[src/rtl/add_sub_align_shr_pipe.sv]
`default_nettype none
// ============================================================================
//  Module   : add_sub_align_shr_pipe
//  Function : Two-stage elastic right barrel shifter with sticky generation,
//             used to align the smaller-exponent mantissa in FPU add/sub.
//             Stage 1 applies the low shift bits, stage 2 the high bits.
//  Revision : 1.0 - initial release
// ============================================================================
module add_sub_align_shr_pipe #(
  parameter int SIZE_DATA  = 32,
  parameter int SIZE_SHIFT = 8,
  parameter int SIZE_TAG   = 9,
  parameter int SPLIT      = 3
) (
  input  logic                  i_clk,
  input  logic                  i_rst_n,
  input  logic                  i_valid,
  output logic                  o_ready,
  input  logic [SIZE_SHIFT-1:0] i_shift_number,
  input  logic [SIZE_DATA-1:0]  i_data,
  input  logic [SIZE_TAG-1:0]   i_tag,
  output logic                  o_valid,
  input  logic                  i_ready,
  output logic [SIZE_DATA-1:0]  o_data,
  output logic                  o_sticky,
  output logic [SIZE_TAG-1:0]   o_tag
);

  localparam int SIZE_HI = SIZE_SHIFT - SPLIT;

  // Stage 1 registers
  logic                 s1_valid_q, s1_valid_d;
  logic [SIZE_DATA-1:0] s1_data_q,  s1_data_d;
  logic                 s1_sticky_q, s1_sticky_d;
  logic                 s1_sat_q,   s1_sat_d;
  logic [SIZE_HI-1:0]   s1_hi_q,    s1_hi_d;
  logic [SIZE_TAG-1:0]  s1_tag_q,   s1_tag_d;

  // Stage 2 registers (drive the outputs directly)
  logic                 s2_valid_q, s2_valid_d;
  logic [SIZE_DATA-1:0] s2_data_q,  s2_data_d;
  logic                 s2_sticky_q, s2_sticky_d;
  logic [SIZE_TAG-1:0]  s2_tag_q,   s2_tag_d;

  // Handshake and datapath wires
  logic                  w_s2_load;
  logic                  w_s1_load;
  logic                  w_in_fire;
  logic [SPLIT-1:0]      w_lo;
  logic [SIZE_SHIFT-1:0] w_amt;
  logic [SIZE_DATA-1:0]  w_lo_mask;
  logic [SIZE_DATA-1:0]  w_hi_mask;

  // Elastic control: a stage loads when empty or when its content moves on.
  // o_ready depends on i_ready combinationally, but the data path is fully registered.
  always_comb begin
    w_s2_load = !s2_valid_q || i_ready;
    w_s1_load = !s1_valid_q || w_s2_load;
    w_in_fire = i_valid && w_s1_load;
    o_ready   = w_s1_load;
  end

  // Shift amounts and the masks selecting the bits each stage discards
  always_comb begin
    w_lo      = i_shift_number[SPLIT-1:0];
    w_amt     = {s1_hi_q, {SPLIT{1'b0}}};
    w_lo_mask = ~({SIZE_DATA{1'b1}} << w_lo);
    w_hi_mask = ~({SIZE_DATA{1'b1}} << w_amt);
  end

  // Stage 1 next state: fine shift, partial sticky, saturation detect
  always_comb begin
    s1_valid_d  = s1_valid_q;
    s1_data_d   = s1_data_q;
    s1_sticky_d = s1_sticky_q;
    s1_sat_d    = s1_sat_q;
    s1_hi_d     = s1_hi_q;
    s1_tag_d    = s1_tag_q;
    if (w_s1_load) begin
      s1_valid_d = w_in_fire;
      if (w_in_fire) begin
        s1_data_d   = i_data >> w_lo;
        s1_sticky_d = |(i_data & w_lo_mask);
        // Any shift of the full width or more flushes the whole mantissa
        s1_sat_d    = 32'(i_shift_number) >= 32'(SIZE_DATA);
        s1_hi_d     = i_shift_number[SIZE_SHIFT-1:SPLIT];
        s1_tag_d    = i_tag;
      end
    end
  end

  // Stage 2 next state: coarse shift and final sticky
  always_comb begin
    s2_valid_d  = s2_valid_q;
    s2_data_d   = s2_data_q;
    s2_sticky_d = s2_sticky_q;
    s2_tag_d    = s2_tag_q;
    if (w_s2_load) begin
      s2_valid_d = s1_valid_q;
      if (s1_valid_q) begin
        s2_tag_d = s1_tag_q;
        if (s1_sat_q) begin
          // Stage-1 data plus its partial sticky together cover every input bit
          s2_data_d   = '0;
          s2_sticky_d = s1_sticky_q || (|s1_data_q);
        end else begin
          s2_data_d   = s1_data_q >> w_amt;
          s2_sticky_d = s1_sticky_q || (|(s1_data_q & w_hi_mask));
        end
      end
    end
  end

  // Pipeline registers with asynchronous active-low reset
  always_ff @(posedge i_clk or negedge i_rst_n) begin
    if (!i_rst_n) begin
      s1_valid_q  <= 1'b0;
      s1_data_q   <= '0;
      s1_sticky_q <= 1'b0;
      s1_sat_q    <= 1'b0;
      s1_hi_q     <= '0;
      s1_tag_q    <= '0;
      s2_valid_q  <= 1'b0;
      s2_data_q   <= '0;
      s2_sticky_q <= 1'b0;
      s2_tag_q    <= '0;
    end else begin
      s1_valid_q  <= s1_valid_d;
      s1_data_q   <= s1_data_d;
      s1_sticky_q <= s1_sticky_d;
      s1_sat_q    <= s1_sat_d;
      s1_hi_q     <= s1_hi_d;
      s1_tag_q    <= s1_tag_d;
      s2_valid_q  <= s2_valid_d;
      s2_data_q   <= s2_data_d;
      s2_sticky_q <= s2_sticky_d;
      s2_tag_q    <= s2_tag_d;
    end
  end

  // Output mapping
  always_comb begin
    o_valid  = s2_valid_q;
    o_data   = s2_data_q;
    o_sticky = s2_sticky_q;
    o_tag    = s2_tag_q;
  end

endmodule
`default_nettype wire

[config.mk]
export PLATFORM = sky130hd
export DESIGN_NAME = add_sub_align_shr_pipe
export DESIGN_NICKNAME = d
export VERILOG_FILES = /design/src/rtl/add_sub_align_shr_pipe.sv
export SDC_FILE = /design/constraint.sdc
export NUM_CORES = 1
export LEC_CHECK = 0
export ABC_AREA = 1
export CORE_ASPECT_RATIO = 1.75
export CORE_MARGIN = 2
export CORE_UTILIZATION = 52
export DETAILED_ROUTE_END_ITERATION = 8
export PLACE_DENSITY = 0.83
export SYNTH_ARGS = -nofsm -noshare
export SYNTH_HDL_FRONTEND = slang
export SYNTH_SLANG_ARGS = --single-unit
export TNS_END_PERCENT = 10
[constraint.sdc]
create_clock -name i_clk -period 1.5 [get_ports i_clk]
set_input_delay 0.15 -clock i_clk [delete_from_list [all_inputs] [get_ports i_clk]]
set_output_delay 0.15 -clock i_clk [all_outputs]
set_load 0.03 [all_outputs]
# Yosys cells after proc, flatten, opt, wreduce, memory -nomap -nowiden
# Cells that the tools add are included.
totals:
  regBits: 92
  latchBits: 0
  mem_bits_rw: 0
  mem_bits_ro: 0
  in_bits: 53
  out_inout_bits: 44
  n_memories: 0
op_classes:
  n_addsub: 0
  multipliers: 0
  div_mod_pow: 0
  n_lt_le_gt_ge: 1
  eq_ne: 0
  n_shift: 4
  n_mux: 2
  n_bitwise: 4
  reduce_logical: 12
op_table:
  columns: ["operator", "count"]
  rows:
  - ["32-bit OR reduction", 3]
  - ["32-bit AND", 2]
  - ["32-bit NOT", 2]
  - ["32-bit 2-to-1 mux", 1]
  - ["32-bit by 3-bit left shift with 32-bit output (first input constant)", 1]
  - ["32-bit by 8-bit left shift with 32-bit output (first input constant)", 1]
  - ["32-bit by 3-bit >> shifter with 32-bit output", 1]
  - ["32-bit by 8-bit >> shifter with 32-bit output", 1]
  - ["8-bit by 6-bit >= comparator with 1-bit output (second input constant)", 1]
  - ["1-bit logical OR", 4]
  - ["2-bit AND reduction", 2]
  - ["1-bit logical NOT", 2]
  - ["1-bit logical AND", 1]
  - ["1-bit 2-to-1 mux", 1]

# Depth between registers and ports, before layout
# Gate-level depths: netlist (run 1).
depth:
  depth_word: 6
  depth_mapped: 9
  depth_no_buf: 8

# Worst setup path before layout (run 1)
# Ideal clock, no wire load.
synth_timing:
  path_type: "register -> register"
  startpoint: "register s2_valid_q (netlist: o_valid)"
  endpoint: "register s1_data_q[9]"
  t_arrival_ns: 1.424
  slack_ns: -0.055
  stages_incl_launch_ff: 8
  period_less_slack_ns: 1.555
  path_cell_list: "dfrtp_1 -> nand3_2 -> nand2_2 -> nor2_1 -> buf_6 -> buf_6 -> nand2_1 -> o211ai_1"
synth_between:
  elab_chain_len: 5
synth_rtl:
  columns: ["element", "line_no", "text"]
  rows:
  - ["start, declared", "40", "logic s2_valid_q, s2_valid_d;"]
  - ["start signal, assigned", "134", "s2_valid_q <= s2_valid_d;"]
  - ["1-bit logical NOT (*)", "57", "w_s2_load = !s2_valid_q || i_ready;"]
  - ["1-bit logical OR (*)", "57", null]
  - ["1-bit logical OR (*)", "58", "w_s1_load = !s1_valid_q || w_s2_load;"]
  - ["via o_ready", "18", "output logic o_ready,"]
  - ["1-bit logical AND", "59", "w_in_fire = i_valid && w_s1_load;"]
  - ["2-bit AND reduction (no source line) (*)", null, null]
  - ["end signal, assigned", "129", "s1_data_q <= s1_data_d;"]
  - ["end, declared", "33", "logic [SIZE_DATA-1:0] s1_data_q, s1_data_d;"]
# Mark *: on every way through the listed nets, which the timed path passes. The rest lies on a longest branch.
# A chain may end at the register's enable or synchronous reset.

# Worst setup path after layout (run 1)
layout_timing:
  startpoint: "register s1_hi_q[0]"
  endpoint: "register s2_data_q[14] (netlist: o_data[14])"
layout_between:
  elab_chain_len: 2
layout_rtl:
  columns: ["element", "line_no", "text"]
  rows:
  - ["start, declared", "36", "logic [SIZE_HI-1:0] s1_hi_q, s1_hi_d;"]
  - ["start signal, assigned", "132", "s1_hi_q <= s1_hi_d;"]
  - ["32-bit by 8-bit >> shifter with 32-bit output", "107", "s2_data_d = s1_data_q >> w_amt;"]
  - ["32-bit 2-to-1 mux", "102", "if (s1_sat_q) begin"]
  - ["end signal, assigned", "135", "s2_data_q <= s2_data_d;"]
  - ["end, declared", "41", "logic [SIZE_DATA-1:0] s2_data_q, s2_data_d;"]
# No other way between the ends.

==> metrics.csv, run 1 <==
metric;value;unit
finalCriticalPeriod;1490;ps
drive_above_1_share;8.38;%
power.total;7790;uW
synthTopCellsByArea;dfrtp_1, nand2_1, o21ai_0;
synth_area;0.00499;sq mm
tightest_slew;442;ps
viasPerCell;5.43;
start_kind;flop;
drt-total-wl;13.7;mm
cts_setup_buffers;0;
yosys_warnings;0;
critPathLaunch;s1_hi_q[0];
diodes;0;
worst_hold_slack;318;ps
syn_area_per_cell;7.25;sq um
ir_worst_vdd;0.749;mV
io_pins;97;
gp_congestion;0.900;
dp_cells;905;
cts_tree;built;
ant_nets;0;
setup_viol;0;
fin_util;71.0;%
fillCellCount;743;
grt_usage;27.4;%
path_max_fanout;20;
status;complete, no violations;
std_cell_rows;47;
max_cap_viol_count;0;
worstSetupEndpointType;flop;
drc;0;
port-buffer-count;96;
r2r-start;s1_hi_q[0];
p_leak;0.00341;uW
grt-ovfl-total;0;
clock_sinks;92;
routedWlPerCell;14.8;um
grt_max_degree;51;
drt_iter0_markers;383;
die_h;134;um
initial_core_util;53.0;%
criticalPathCategory;flop to flop;
yosys.area.top_type;dfrtp_1;
cts_buffers;9;
clock-skew-final;6.55;ps
critPathArrivalTime;1700;ps
cts_root_buffer;clkbuf_16;
ys_seq_elements;92;
first_pass_iters;5;
clock_path_buffers;2;
first_global_vias;5019;
dieArea;0.0104;sq mm
final_nets;848;
grt_antenna_before_repair;0;
core-area;0.00941;sq mm
area_growth;33.9;%
powerDensity;1170;mW/mm^2
gr-max-usage-layer;met2;
synth_top_area_share;46.2;%
cts_max_level;3;
place_area;0.00632;sq mm
gr-usage-met1;29.7;%
clock_latency;340;ps
die_w;78.0;um
hpwl;10.5;mm
holdCritPathClass;input port to asynchronous set/reset pin;
use_met2;49.9;%
slew_headroom;70.5;%
dr_total_vias;5004;
syn_nets;741;
period_share;99.3;%
required;1710;ps
ys_types;29;
use_met3;3.52;%
hold_viol_final;0;
timing.final.max_slew_violations;0;
design_area;0.00668;sq mm
synth_cells;688;
grt_pass1_wl;22.7;mm
clk_pin_slew;60;ps
final_cells;922;
max_freq;671;MHz
ys_seq_area_share;46.2;%
worst paths after layout:
kind                          endpoint  cells after the start  slack, ps
hold / removal              o_data[13]                      3        320
min in group i_clk         s1_tag_q[2]                      3        340
hold reg to reg               o_tag[1]                      2        480
max in group asynchronous  s1_tag_q[1]                      3        940
setup / recovery            o_data[14]                      6         10
setup reg to reg            o_data[14]                      6         10
synth_stat cells:
library cell	instances
a21oi_1	10
a22o_1	8
a31oi_1	2
buf_1	4
buf_2	16
buf_4	5
buf_6	3
clkbuf_1	7
clkinv_1	1
dfrtp_1	92
inv_1	61
inv_2	2
inv_8	1
nand2_1	293
nand2_2	1
nand2_4	1
nand2_8	1
nand3_1	22
nand3_2	1
nor2_1	38
nor2_2	2
nor2_4	1
nor2_8	1
o211ai_1	20
o21ai_0	66
o21ai_1	4
o221ai_1	3
o22ai_1	20
or2_2	2
layout make-up:
cell class,count,area (sq um),area share (%)
sequential,92,2300,34.5
timing repair buffer,131,1320,19.7
tap,122,153,2.29
clock buffer,10,239,3.58
clock inverter,6,159,2.38
multi-input combinational,496,2260,33.8
inverter,65,251,3.76
kinds of logic (layout without fill, tap and decap cells):
logic type | after synthesis | count (layout) | synth area share [%]
compound gates | 133 | 133 | 15.7
buf+inv | 100 | 212 | 8.91
flops | 92 | 92 | 46.2
simple gates | 363 | 363 | 29.2
where the power goes:
group	internal (uW)	switching (uW)
Clock	2010	928
Combinational	697	1160
Sequential	2780	211
Total	5490	2300
critical path, stage by stage (launching register included):
cell     delay [ps]
dfrtp_1         390
inv_1            90
nand2_1          90
buf_4           240
o22ai_1         100
o21ai_0         350
nand2_1         100
per-stage QoR:
step                worst slack (ps)  TNS, ps
global route                   -4.38    -4.38
global placement                -169    -1420
floorplan                       21.8        0
finish                          10.4        0
detailed placement              -207    -4770
CTS                             28.4        0
timing repair:
item / in CTS / in global routing
endpoints found under the setup margin: 44 / 19
hold endpoints to repair: 92 / 0
resized for setup: 44 / 4
hold buffers: 1 / 0
registers in the layout, summed over array words and instances, names as in the netlist, 5 cells and up:
| name | count |
|---|---|
| s1_tag_q | 9 |
| s1_data_q | 32 |
| o_tag | 9 |
| o_data | 32 |
| s1_hi_q | 5 |
per-layer routing:
metal | routed length, um | vias up
met1 | 5130 | 2373
met2 | 7410 | 160
met5 | 0 | -
li1 | - | 2419
met4 | 589 | 0
met3 | 530 | 52
cell usage in the layout (no fill, tap or decap), types with 2 or more instances in the layout:
cell | Yosys | routed
nand2_1 | 293 | 293
dfrtp_1 | 92 | 92
o21ai_0 | 66 | 64
inv_1 | 61 | 61
clkdlybuf4s50_1 | 0 | 51
dlygate4sd2_1 | 0 | 43
nor2_1 | 38 | 36
buf_4 | 5 | 24
nand3_1 | 22 | 22
o22ai_1 | 20 | 20
o211ai_1 | 20 | 20
buf_12 | 0 | 12
a21oi_1 | 10 | 10
clkbuf_16 | 0 | 9
a22o_1 | 8 | 8
o21ai_1 | 4 | 6
bufinv_16 | 0 | 5
nor2_2 | 2 | 3
o221ai_1 | 3 | 3
nor2_4 | 1 | 2
inv_2 | 2 | 2
a31oi_1 | 2 | 2
or2_2 | 2 | 2
No activity file was read; power rests on OpenSTA's default activity.
==> run 2, diff against run 1 <==
Settings changed: ABC_AREA 1 to 0.
==> metrics.csv, run 2 <==
metric;value;unit;change
status;complete, but fails checks;;
violations;setup timing;;
cts_root_buffer;clkbuf_16;;
slew_headroom;73.4;%;+2.9 points
ys_seq_area_share;46.7;%;+0.54 points
syn_area_per_cell;11.9;sq um;+63%
grt-ovfl-total;0;;unchanged
max_cap_viol_count;0;;unchanged
ys_types;45;;+55%
port-buffer-count;96;;unchanged
setup-tns-final;-159;ps;-159 ps
drive_above_1_share;26.0;%;+18 points
reg2reg_slack;-160;ps;-170 ps
synth_area;0.00493;sq mm;-1.2%
p_leak;0.00303;uW;-11%
powerDensity;1100;mW/mm^2;-5.9%
clk_pin_slew;60;ps;about the same
clock_path_buffers;2;;unchanged
clock_sinks;92;;unchanged
fin_util;73.7;%;+2.7 points
max_freq;603;MHz;-10%
synth_edf_count;0;;unchanged
drc;0;;unchanged
fillCellCount;641;;-14%
cts_tree;built;;
ant_nets;0;;unchanged
std_cell_rows;47;;unchanged
hpwl;9.83;mm;-6.2%
synthFlopType;dfrtp_1;;
timing.final.max_slew_violations;0;;unchanged
ys_seq_elements;92;;unchanged
holdCritPathClass;input port to asynchronous set/reset pin;;
dieArea;0.0103;sq mm;-1.1%
cts_max_level;3;;unchanged
regToRegEndpoint;o_sticky;;
routedWlPerCell;18.3;um;+23%
required;1700;ps;about the same
gp_congestion;0.891;;-1.0%
final_nets;614;;-28%
design_area;0.00689;sq mm;+3.2%
grt_antenna_before_repair;0;;unchanged
area_growth;39.8;%;
r2r_cells;5;;-1
r2r-start;s1_sat_q;;
layout_commonest_cell;dfrtp_1;;
grt_max_degree;52;;+2.0%
criticalPathCategory;flop to flop;;
place_area;0.00650;sq mm;+2.9%
dpl_worst_slack;-479;ps;-272 ps
yosys.area.top_type;dfrtp_1;;
synth_common_cells;dfrtp_1, nand2_1, o21ai_1;;
ir_worst_vdd;0.672;mV;-10%
grt_usage;25.7;%;-1.6 points
finalCriticalPeriod;1660;ps;+169 ps
drt-total-wl;12.6;mm;-7.9%
path_max_fanout;3;;-85%
die_w;77.6;um;-0.55%
drt_iter0_markers;243;;-37%
first_pass_iters;4;;-1
critPathArrivalTime;1860;ps;+160 ps
clock_latency;340;ps;about the same
setup_viol;1;;+1
finalWorstSetupSlack;-159;ps;-169 ps
period_share;111;%;+11 points
tightest_slew;399;ps;-42.9 ps
hold_viol_final;0;;unchanged
first_global_vias;4115;;-18%
dr_total_vias;4068;;-19%
synth_top_area_share;46.7;%;+0.54 points
worstSetupEndpointType;flop;;
die_h;133;um;-0.56%
initial_core_util;52.7;%;-0.28 points
most-common-layout-cells;dfrtp_1, nand2_1, buf_4, clkdlybuf4s50_1, o21ai_1;;
synthTopCellsByArea;dfrtp_1, mux4_2, mux2i_1;;
grt_pass1_wl;20.6;mm;-9.4%
yosys_warnings;0;;unchanged
synth_cells;416;;-40%
core-area;0.00935;sq mm;-0.62%
post-synth-top-count-cell;dfrtp_1;;
viasPerCell;5.91;;+8.9%
cts_buffers;9;;unchanged
diodes;0;;unchanged
io_pins;97;;unchanged
clock-skew-final;5.51;ps;-1.04 ps
rsz0062_at_grt;true;;
start_kind;flop;;
syn_nets;469;;-37%
async_flop_share;100;%;unchanged
-- run 2: cell count changes in the layout (fill, tap and decap cells not counted), sizes merged, moves of 18 or more --
cell    delta
a22oi     +18
buf       +37
inv       -62
mux2      +23
mux2i     +30
mux4      +27
nand2    -234
nand3     -22
nor2      -38
o211ai    -19
o21ai     -22
o22ai     -20
-- run 2: routing by layer --
metal  vias up  wire [um]  global-route usage, %
met5         -          0                      0
met4         0        456                   13.4
met3        29        443                   2.39
met2       132       6990                   46.5
met1      2018       4710                   29.6
li1       1889          -                      -
-- run 2: how the worst max path moves through the flow --
| stage | start | to | slack (ps) | cells past startpoint |
|---|---|---|---|---|
| 2_1_floorplan | o_valid | o_data[24] | 20 | 6 |
| 3_3_place_gp | i_shift_number[1] | s1_sticky_q | -430 | 6 |
| 3_5_place_dp | i_shift_number[1] | s1_sticky_q | -480 | 6 |
| 4_1_cts | s1_data_q[1] | o_sticky | -130 | 5 |
| 5_1_grt | s1_sat_q | o_sticky | -210 | 5 |
| 6_report | s1_sat_q | o_sticky | -160 | 5 |
-- run 2: report_power, final --
group,leakage [uW],internal [uW],switching (uW)
clock network,0.000151,1500,928
logic,0.00172,996,1080
registers,0.00116,2800,263
-- run 2: kinds of logic after synthesis --
group	after synthesis	share of synthesized area, %
buf+inv	35	4.24
flops	92	46.7
simple gates	94	9.37
compound gates	115	16.0
mux	80	23.7
-- run 2: cell type report --
type	count	area (sq um)	share of cell area (%)
Sequential cell	92	2300	33.4
Tap cell	122	153	2.21
Timing Repair Buffer	167	1580	22.9
Inverter	2	7.51	0.109
Multi-Input combinational cell	289	2530	36.6
Clock buffer	10	239	3.47
Clock inverter	6	87.6	1.27
-- run 2: worst max-delay path, cell delays in order (launching register included) --
cell	delay, ps
dfrtp_2	440
nor4_4	350
buf_4	180
a22oi_2	60
a2111oi_4	350
a41oi_2	140
-- run 2: through the flow --
stage	hold slack, ps	std cells	total power (uW)
6_report	182	688	7570
3_5_place_dp	0.931	670	5160
5_1_grt	195	688	7850
2_1_floorplan	-146	416	4110
4_1_cts	178	687	7530
3_3_place_gp	-3.77	670	5090
-- run 2: what timing repair did --
action,4_1_cts,5_1_grt
setup endpoints to repair,54,23
buffers inserted,0,1
pin swaps,2,7
endpoints found under the hold margin,91,0
hold buffers,1,0
gates resized for setup,51,13
==> run 3, diff against run 2 <==
Settings changed: HOLD_SLACK_MARGIN set to 0.02.
==> results of run 3 <==
No change in the layout: final DEF, timing and power equal those of run 2.
